`config.mk`:
```
export PLATFORM = sky130hd
export DESIGN_NAME = psum_collector_flat
export DESIGN_NICKNAME = d
export VERILOG_FILES = /design/src/rtl/psum_collector_if.sv /design/src/rtl/psum_collector.sv /design/src/flat_wrapper.sv
export SDC_FILE = /design/constraint.sdc
export NUM_CORES = 1
export LEC_CHECK = 0
export ABC_AREA = 0
export CAP_MARGIN = 30
export CORE_MARGIN = 10
export CORE_UTILIZATION = 35
export DETAILED_ROUTE_END_ITERATION = 16
export PLACE_DENSITY = 0.54
export SYNTH_ARGS = -nofsm -noshare
export SYNTH_HDL_FRONTEND = slang
export SYNTH_SLANG_ARGS = --single-unit
```
`constraint.sdc`:
```
create_clock -name clk -period 4.9 [get_ports clk]
set_input_delay 0.98 -clock clk [delete_from_list [all_inputs] [get_ports clk]]
set_output_delay 0.98 -clock clk [all_outputs]
set_load 0.01 [all_outputs]
```
`src/rtl/psum_collector_if.sv`:
```
// psum_collector_if: the two streaming ports of the partial-sum collector.
//
// Handshake rules for the result side (R_*): a beat transfers on a rising
// edge where R_DataOutValid and R_DataOutRdy are both 1. Once valid is raised
// the data and last flag stay stable until that beat transfers. Valid never
// depends on ready in the same cycle.
//
// The PE side (PSum_*) cannot be back-pressured. PSum_DataInRdy is a credit
// grant: when it is 1 on an edge, the PE may issue, and the matching result
// shows up with PSum_DataInValid a fixed latency later. Valid is not qualified
// by ready on the cycle it arrives.
interface psum_collector_if #(
  parameter int DataWidth = 32
);
  logic [DataWidth-1:0] PSum_DataIn;
  logic                 PSum_DataInValid;
  logic                 PSum_DataInRdy;
  logic [DataWidth-1:0] R_DataOut;
  logic                 R_DataOutValid;
  logic                 R_DataOutRdy;
  logic                 R_DataOutLast;

  // Collector view: consumes the PE stream, produces the result stream.
  modport slave (
    input  PSum_DataIn,
    input  PSum_DataInValid,
    output PSum_DataInRdy,
    output R_DataOut,
    output R_DataOutValid,
    input  R_DataOutRdy,
    output R_DataOutLast
  );

  // Environment view: the PE plus the result writer.
  modport master (
    output PSum_DataIn,
    output PSum_DataInValid,
    input  PSum_DataInRdy,
    input  R_DataOut,
    input  R_DataOutValid,
    output R_DataOutRdy,
    input  R_DataOutLast
  );
endinterface

```
`src/rtl/psum_collector.sv`:
```
// psum_collector: captures the partial-sum stream of the last PE in a column,
// buffers it in a FIFO and re-emits it per tile with a last flag and a done
// pulse. PE issue permission is credit based: every granted issue cycle holds
// one credit for Latency cycles, so results already in the PE pipeline always
// have a FIFO slot waiting for them.
module psum_collector #(
  parameter int DataWidth  = 32,
  parameter int Latency    = 12,
  parameter int Depth      = 16,
  parameter int DepthWidth = 4
) (
  input  logic              clk,
  input  logic              aclr,
  psum_collector_if.slave   bus,
  input  logic [15:0]       TileCount,
  input  logic              Start,
  output logic              Busy,
  output logic              Done,
  output logic              Overflow,
  output logic [1:0]        dbg_state_o
);

  localparam int CountW = DepthWidth + 1;
  localparam int ResW   = $clog2(Latency + 1);
  localparam int SumW   = $clog2(Depth + Latency + 1);

  typedef enum logic [1:0] {
    S_IDLE    = 2'd0,
    S_COLLECT = 2'd1,
    S_DONE    = 2'd2
  } state_t;

  // Control state and registered control outputs
  state_t      state_q;
  logic        busy_q;
  logic        done_q;
  logic [15:0] expected_q;

  // Tile progress counters
  logic [15:0] accepted_q, accepted_d;
  logic [15:0] emitted_q,  emitted_d;

  // Credit history: one bit per cycle, 1 where the PE was allowed to issue
  logic [Latency-1:0] hist_q, hist_d;

  // FIFO storage and bookkeeping
  logic [DataWidth-1:0]  mem_q [Depth];
  logic [DepthWidth-1:0] wr_ptr_q, wr_ptr_d;
  logic [DepthWidth-1:0] rd_ptr_q, rd_ptr_d;
  logic [CountW-1:0]     count_q,  count_d;

  logic overflow_q, overflow_d;

  // Combinational helpers
  logic [ResW-1:0]  reserved;
  logic [SumW-1:0]  credit_sum;
  logic             pe_rdy;
  logic             fifo_full;
  logic             r_valid;
  logic             push;
  logic             pop;
  logic             can_accept;
  logic             fault;
  logic             start_take;
  logic [15:0]      last_idx;
  logic             is_last;

  // Credits held by issues still travelling through the PE pipeline
  always_comb begin
    reserved = '0;
    for (int i = 0; i < Latency; i++) begin
      reserved = reserved + ResW'(hist_q[i]);
    end
  end

  // Issue permission and FIFO handshake decode; registered state only feeds
  // PSum_DataInRdy so the PE sees no same-cycle input dependence.
  always_comb begin
    credit_sum = SumW'(count_q) + SumW'(reserved);
    pe_rdy     = (state_q == S_COLLECT) && (credit_sum < SumW'(Depth));
    // count never exceeds Depth, so its top bit alone marks a full FIFO
    fifo_full  = count_q[DepthWidth];
    r_valid    = (count_q != '0);
    pop        = r_valid && bus.R_DataOutRdy;
    can_accept = (state_q == S_COLLECT) && (accepted_q < expected_q) && !fifo_full;
    push       = bus.PSum_DataInValid && can_accept;
    fault      = bus.PSum_DataInValid && !can_accept;
    start_take = (state_q == S_IDLE) && Start;
    last_idx   = expected_q - 16'd1;
    is_last    = (emitted_q == last_idx);
  end

  // Next-state for the datapath registers
  always_comb begin
    hist_d     = {hist_q[Latency-2:0], pe_rdy};
    wr_ptr_d   = wr_ptr_q;
    rd_ptr_d   = rd_ptr_q;
    count_d    = count_q;
    accepted_d = accepted_q;
    emitted_d  = emitted_q;
    overflow_d = overflow_q | fault;

    if (push) begin
      wr_ptr_d   = wr_ptr_q + DepthWidth'(1);
      accepted_d = accepted_q + 16'd1;
    end
    if (pop) begin
      rd_ptr_d  = rd_ptr_q + DepthWidth'(1);
      emitted_d = emitted_q + 16'd1;
    end
    unique case ({push, pop})
      2'b10:   count_d = count_q + CountW'(1);
      2'b01:   count_d = count_q - CountW'(1);
      default: count_d = count_q;
    endcase

    // A new tile starts from clean progress counters
    if (start_take) begin
      accepted_d = '0;
      emitted_d  = '0;
    end
  end

  // Tile control FSM with registered Busy/Done
  always_ff @(posedge clk) begin
    if (aclr) begin
      state_q    <= S_IDLE;
      busy_q     <= 1'b0;
      done_q     <= 1'b0;
      expected_q <= '0;
    end else begin
      unique case (state_q)
        S_IDLE: begin
          done_q <= 1'b0;
          if (Start) begin
            expected_q <= TileCount;
            busy_q     <= 1'b1;
            if (TileCount != 16'd0) begin
              state_q <= S_COLLECT;
            end else begin
              state_q <= S_DONE;
              done_q  <= 1'b1;
            end
          end
        end
        S_COLLECT: begin
          if (pop && is_last) begin
            state_q <= S_DONE;
            done_q  <= 1'b1;
          end
        end
        S_DONE: begin
          state_q <= S_IDLE;
          busy_q  <= 1'b0;
          done_q  <= 1'b0;
        end
        default: begin
          state_q <= S_IDLE;
          busy_q  <= 1'b0;
          done_q  <= 1'b0;
        end
      endcase
    end
  end

  // Datapath registers: pointers, occupancy, counters, credits, error flag
  always_ff @(posedge clk) begin
    if (aclr) begin
      wr_ptr_q   <= '0;
      rd_ptr_q   <= '0;
      count_q    <= '0;
      accepted_q <= '0;
      emitted_q  <= '0;
      hist_q     <= '0;
      overflow_q <= 1'b0;
    end else begin
      wr_ptr_q   <= wr_ptr_d;
      rd_ptr_q   <= rd_ptr_d;
      count_q    <= count_d;
      accepted_q <= accepted_d;
      emitted_q  <= emitted_d;
      hist_q     <= hist_d;
      overflow_q <= overflow_d;
    end
  end

  // FIFO storage; contents need no reset because valid is gated by count
  always_ff @(posedge clk) begin
    if (push) begin
      mem_q[wr_ptr_q] <= bus.PSum_DataIn;
    end
  end

  // Output drive: everything comes from registers
  always_comb begin
    bus.PSum_DataInRdy = pe_rdy;
    bus.R_DataOutValid = r_valid;
    bus.R_DataOut      = r_valid ? mem_q[rd_ptr_q] : '0;
    bus.R_DataOutLast  = r_valid && is_last;
    Busy               = busy_q;
    Done               = done_q;
    Overflow           = overflow_q;
    dbg_state_o        = state_q;
  end

endmodule

```
`src/flat_wrapper.sv`:
```
// flat-port wrapper written by rule: the top's interface ports become plain ports
module psum_collector_flat 
#(
  parameter int DataWidth  = 32,
  parameter int Latency    = 12,
  parameter int Depth      = 16,
  parameter int DepthWidth = 4
)
  (clk, aclr, TileCount, Start, Busy, Done, Overflow, dbg_state_o, bus_PSum_DataIn, bus_PSum_DataInValid, bus_PSum_DataInRdy, bus_R_DataOut, bus_R_DataOutValid, bus_R_DataOutRdy, bus_R_DataOutLast);
  psum_collector_if #(.DataWidth(DataWidth)) bus_i ();
  input  logic clk;
  input  logic aclr;
  input  logic [15:0] TileCount;
  input  logic Start;
  output logic Busy;
  output logic Done;
  output logic Overflow;
  output logic [1:0] dbg_state_o;
  input wire logic [$bits(bus_i.PSum_DataIn)-1:0] bus_PSum_DataIn;
  input wire logic [$bits(bus_i.PSum_DataInValid)-1:0] bus_PSum_DataInValid;
  output wire logic [$bits(bus_i.PSum_DataInRdy)-1:0] bus_PSum_DataInRdy;
  output wire logic [$bits(bus_i.R_DataOut)-1:0] bus_R_DataOut;
  output wire logic [$bits(bus_i.R_DataOutValid)-1:0] bus_R_DataOutValid;
  input wire logic [$bits(bus_i.R_DataOutRdy)-1:0] bus_R_DataOutRdy;
  output wire logic [$bits(bus_i.R_DataOutLast)-1:0] bus_R_DataOutLast;
  assign bus_i.PSum_DataIn = bus_PSum_DataIn;
  assign bus_i.PSum_DataInValid = bus_PSum_DataInValid;
  assign bus_PSum_DataInRdy = bus_i.PSum_DataInRdy;
  assign bus_R_DataOut = bus_i.R_DataOut;
  assign bus_R_DataOutValid = bus_i.R_DataOutValid;
  assign bus_i.R_DataOutRdy = bus_R_DataOutRdy;
  assign bus_R_DataOutLast = bus_i.R_DataOutLast;
  psum_collector #(.DataWidth(DataWidth), .Latency(Latency), .Depth(Depth), .DepthWidth(DepthWidth)) u_core (.clk(clk), .aclr(aclr), .bus(bus_i), .TileCount(TileCount), .Start(Start), .Busy(Busy), .Done(Done), .Overflow(Overflow), .dbg_state_o(dbg_state_o));
endmodule
```
# Word-level counts from Yosys, hierarchy flattened
# Memories as Yosys holds them, arrays and structs flattened. A register that Yosys moved wholly into a read port is not among the register bits.
# Index checks and enable logic that the tools add are counted.
op_classes:
  n_bitwise: 2
  n_reduce_logical: 19
  n_eq_ne: 6
  add_sub_neg: 19
  order_cmp: 2
  n_mux: 16
ops:
  columns: ["op", "count"]
  rows:
  - ["adder 4 x 1 -> 4 bit", 10]
  - ["adder 16 x 1 -> 16 bit (second input constant)", 2]
  - ["two-way mux 32 bit", 1]
  - ["equality test 16 bit", 1]
  - ["less-than comparator 16 bit", 1]
  - ["nonzero test 16 bit", 1]
  - ["subtractor 16 x 1 -> 16 bit (second input constant)", 1]
  - ["one-hot mux 5 bit (2 select lines)", 1]
  - ["logical AND 1 bit", 9]
  - ["adder 4 x 1 -> 4 bit (second input constant)", 2]
  - ["two-way mux 4 bit", 2]
  - ["two-way mux 1 bit", 6]
  - ["two-way mux 2 bit", 3]
  - ["AND reduction 2 bit", 3]
  - ["adder 5 x 1 -> 5 bit (second input constant)", 1]
  - ["adder 5 x 4 -> 5 bit", 1]
  - ["less-than comparator 5 bit (second input constant)", 1]
  - ["nonzero test 5 bit", 1]
  - ["subtractor 5 x 1 -> 5 bit (second input constant)", 1]
  - ["equality test 2 x 1 -> 1 bit (second input constant)", 2]
  - ["!= test 2 bit (second input constant)", 2]
  - ["one-hot mux 1 bit (2 select lines)", 2]
  - ["one-hot mux 2 bit (2 select lines)", 1]
  - ["adder 1 x 1 -> 2 bit", 1]
  - ["other kinds (7)", 8]
totals:
  n_memories: 1
  reg_bits: 78
  mem_bits_rw: 512
mem_list:
  columns: ["memory", "words", "width", "read_ports", "rd_ports_with_merged_regs", "wr", "line_no", "text"]
  rows:
  - ["u_core.mem_q", 16, 32, 1, 1, 1, "psum_collector.sv:47", "logic [DataWidth-1:0] mem_q [Depth];"]

# Longest topological paths before layout
logic_depth:
  word_depth: 14
  ltp_mapped: 18

# Least setup slack after synthesis
# Ideal clock, no wire load.
synth_timing:
  kind: "reg2out"
  start: "register u_core.hist_q[0]"
  end: "output bus_PSum_DataInRdy"
  stages_incl_launch_ff: 16
  n_path_buf: 0
  arrival_ps: 4076
  path_slack_ps: -156
  path_cell_list: "dfxtp_1 > ha_1 > inv_1 > fa_1 > fa_1 > fa_1 > fa_1 > fa_1 > inv_1 > ha_1 > and3b_1 > o21ai_0 > nand2b_1 > a21oi_1 > xnor2_1 > nor3b_1"
synth_via:
  elab_chain_len: 14
synth_rtl:
  columns: ["element", "line_no", "text"]
  rows:
  - ["from (decl)", "psum_collector.sv:44", "logic [Latency-1:0] hist_q, hist_d;"]
  - ["from (signal assigned)", "psum_collector.sv:182", "hist_q <= hist_d;"]
  - ["adder 1 x 1 -> 2 bit", "psum_collector.sv:72", "reserved = reserved + ResW'(hist_q[i]);"]
  - ["adder 4 x 1 -> 4 bit (10 in a row)", "psum_collector.sv:72", null]
  - ["adder 5 x 4 -> 5 bit", "psum_collector.sv:79", "credit_sum = SumW'(count_q) + SumW'(reserved);"]
  - ["less-than comparator 5 bit", "psum_collector.sv:80", "pe_rdy = (state_q == S_COLLECT) && (credit_sum < SumW'(Depth));"]
  - ["logical AND 1 bit", "psum_collector.sv:80", null]
  - ["to (decl)", "flat_wrapper.sv:21", "output wire logic [$bits(bus_i.PSum_DataInRdy)-1:0] bus_PSum_DataInRdy;"]
# No other way between the ends.

# Final worst setup path
# Ends and elaborated chain as after synthesis.

==> flow_summary_export.csv <==
group,metric,value,unit
outcome,outcome,"finished, violations left",
outcome,violations,"negative setup slack",
yosys,ys_types,60,
yosys,synth_top_family_by_area,"multiplexers",
layout,final_util,41.9,%
layout,area_growth,18.8,%
sta,setup_viol,1,
sta,fin_skew,0.0236,ns
setup_path,path_class,"reg -> out",
layout,nNetsFinal,1556,
die,dieArea,79700,um2
sta,worst_pin_slew,0.868,ns
global_routing,grt_use_met1,18.4,%
yosys,synth_mux_area_share,15.2,%
global_routing,grt_pass1_wl,84000,um
route,routed_via_density,5.17,
global_routing,overflow,0,
placement,place.gp.congestion,0.768,
clock_tree,cts_sinks,594,
clock_tree,clk_pin_slew_worst_paths,0.05,ns
sta,finalHoldViolCount,0,
route,ant_nets,0,
global_routing,grt.busiest_layer,"met2",
global_routing,track_usage,14.1,%
die,fp.coreArea,68300,um2
clock_tree,clk_path_buf_depth,3,
global_routing,grt_use_met3,2.99,%
layout,layout_commonest_cell,"edfxtp_1",
sta,finalMaxSlewViolations,0,
yosys,syn_inst,1322,
clock_tree,cts_tree,"yes",
hold_path,hold_path.class,"reg -> reg",
sta,max-slew-margin-rel,42.1,%
clock_tree,cts_setup_buffers,0,
sta,layout_setup_ws,-0.781,ns
yosys,netlist_area,24100,um2
layout,mostFrequentLayoutCells,"edfxtp_1 (512), mux4_2 (160), clkdlybuf4s50_1 (91), dfxtp_1 (76), clkbuf_16 (67)",
sta,clock.fmax,0.176,GHz
route,vias,12400,
sta,min_period,5.68,ns
yosys,syn_area_per_cell,18.2,um2
clock_tree,holdBufCountCts,0,
layout,antenna_cells,0,
setup_path,cp.arrival,4.70,ns
yosys,synth-warning-count,0,
layout,nFillCells,5994,
power_and_ir_drop,power_density,468,nW/um2
die,io_pins,93,
placement,port_buffers,92,
route,drt_iter0_drc,825,
setup_path,crit_path_end_kind,"output pin",
global_routing,grtUsageMet2,23.5,%
global_routing,grt_start_max_net_pins,50,
setup_path,critPathRequiredTime,3.92,ns
route,drc_errors,0,
setup_path,cp_max_fo,2,
yosys,synthXorXnorAreaFrac,1.53,%
route,first_pass_iters,5,
setup_path,crit_path_start_kind,"register",
global_routing,grt_antenna_before_repair,3,
job,cap_viol_max_count,0,
layout,fin_area,28600,um2
die,rows,96,
sta,grt_setup_unrepaired,"yes",
sta,post-route-period-util,116,%
clock_tree,cts_max_level,3,
placement,place_area,26500,um2
die,die_x,282,um
yosys,ys_ff_latch,594,
route,finalWirelength,55300,um
yosys,synth_edf_count,512,
yosys,synth_nets,1415,
yosys,synthArstFlopShare,0,%
yosys,synthFlopType,"edfxtp_1",
layout,layout-drive-gt1-share,21.8,%
power_and_ir_drop,worst_ir_drop_vdd,0.000262,V
global_routing,first_global_vias,13100,
placement,dpl.hpwl,32300,um
yosys,synth_simple_gate_area_share,5.49,%
clock_tree,cts_root_buffer,"clkbuf_16",
yosys,seq_area_frac_synth,70.7,%
clock_tree,cts_buffers,67,
yosys,synth-compound-area-share,3.01,%
power_and_ir_drop,power.leakage,8.97,nW
clock_tree,clock_latency,0.60,ns
yosys,synthAdderAreaFrac,2.30,%
route,wire_per_inst,23.1,um
die,dieHeight,282,um
die,start_util,35.2,%
flip-flops by register name (all words and copies together) (netlist names), named ones only:
register            cells
u_core.wr_ptr_q         4
u_core.dbg_state_o      2
u_core.emitted_q       16
u_core.expected_q      16
u_core.mem_q          512
u_core.Overflow         1
u_core.accepted_q      16
u_core.count_q          5
u_core.rd_ptr_q         4
u_core.hist_q          12
u_core.Busy             1
u_core.Done             1
synthesized netlist by cell type, types with 2 or more instances:
library cell	n	area (um2)
edfxtp_1	512	15400
mux4_2	160	3600
dfxtp_1	82	1640
nand2_1	61	229
nor2_1	59	221
inv_1	44	165
o21ai_0	41	205
and2_1	36	225
clkbuf_1	36	135
ha_1	33	413
a21oi_1	31	155
xor2_1	24	210
xnor2_1	18	158
buf_2	17	85.1
nand4_1	15	93.8
nor3_1	15	75.1
o31ai_1	11	82.6
or3_1	11	68.8
nand3_1	9	45.0
buf_1	8	30.0
nor4_1	8	50.1
fa_1	7	140
nand2b_1	7	43.8
nand4b_1	7	61.3
nor2b_1	7	43.8
and3_1	6	37.5
o211ai_1	5	37.5
or4_1	5	37.5
a211oi_1	4	30.0
mux2i_1	4	40.0
and4_1	3	26.3
o2111ai_1	3	26.3
a31oi_1	2	12.5
buf_6	2	22.5
nor3b_1	2	15.0
o21a_1	2	15.0
o21bai_1	2	15.0
per-stage QoR:
step | hold slack, ns | total power, mW | TNS [ns] | setup WS [ns] | instances
finish | 0.467 | 13.4 | -0.781 | -0.781 | 2393
global route | 0.488 | 14.0 | -1.05 | -1.05 | 2393
floorplan | 0.442 | 7.62 | -0.0102 | -0.0102 | 1322
global placement | 0.448 | 8.78 | -0.699 | -0.699 | 2275
detailed placement | 0.459 | 8.84 | -0.710 | -0.710 | 2276
CTS | 0.469 | 13.6 | -0.887 | -0.887 | 2393
repair_timing:
| item | CTS | global route |
|---|---|---|
| setup endpoints to repair | 1 | 1 |
| pin swaps | 2 | 1 |
| resized for setup | 6 | 4 |
worst paths after layout:
path,from,to,slack (ns),cells after the start
min reg2reg,u_core.Busy,u_core.Busy,0.47,2
max reg2reg,u_core.hist_q[0],u_core.hist_q[0],0.88,15
min,u_core.Busy,u_core.Busy,0.47,2
max,u_core.hist_q[0],bus_PSum_DataInRdy,-0.78,16
routing by layer:
metal  wire [um]  vias to the layer above  part of all wire [%]
met5          16                        -                 0.029
met3        2540                       84                   4.6
li1            -                     5557                     -
met1       24200                     6496                    44
met4        1100                        4                   2.0
met2       27400                      238                    50
worst max-delay path, stage by stage (launching register included):
cell and delay, ns:
dfxtp_2 0.33, ha_4 0.26, inv_2 0.03, fa_1 0.45, fa_1 0.52, fa_1 0.43, fa_2 0.36, fa_1 0.48
inv_1 0.04, ha_1 0.26, and3b_1 0.16, o21ai_1 0.11, nand2b_1 0.08, a21oi_2 0.17, xnor2_2 0.09, nor3b_2 0.18
buf_2 0.15
power breakdown:
part | internal (mW) | total (mW) | switching, mW
Combinational | 1.56 | 2.90 | 1.34
Sequential | 5.60 | 5.74 | 0.138
Clock | 2.72 | 4.74 | 2.01
Total | 9.88 | 13.4 | 3.49
kinds of logic after synthesis:
| kind of cell | Yosys count |
|---|---|
| adders and majority gates | 40 |
| and+or+nand+nor | 255 |
| muxes | 165 |
| xor gates and xnor gates | 42 |
| AOI/OAI and AO/OA | 118 |
| buffers and inverters | 108 |
| DFF | 594 |
layout make-up:
| cell class | instances | area, um2 | share of cell area, % |
|---|---|---|---|
| Sequential cell | 594 | 17000 | 59.5 |
| Clock buffer | 85 | 1750 | 6.13 |
| Inverter | 45 | 171 | 0.599 |
| Tap cell | 882 | 1100 | 3.86 |
| Clock inverter | 32 | 313 | 1.09 |
| Timing Repair Buffer | 135 | 1460 | 5.12 |
| Multi-Input combinational cell | 620 | 6770 | 23.7 |
Note: power is estimated with default switching activity, not from simulation.
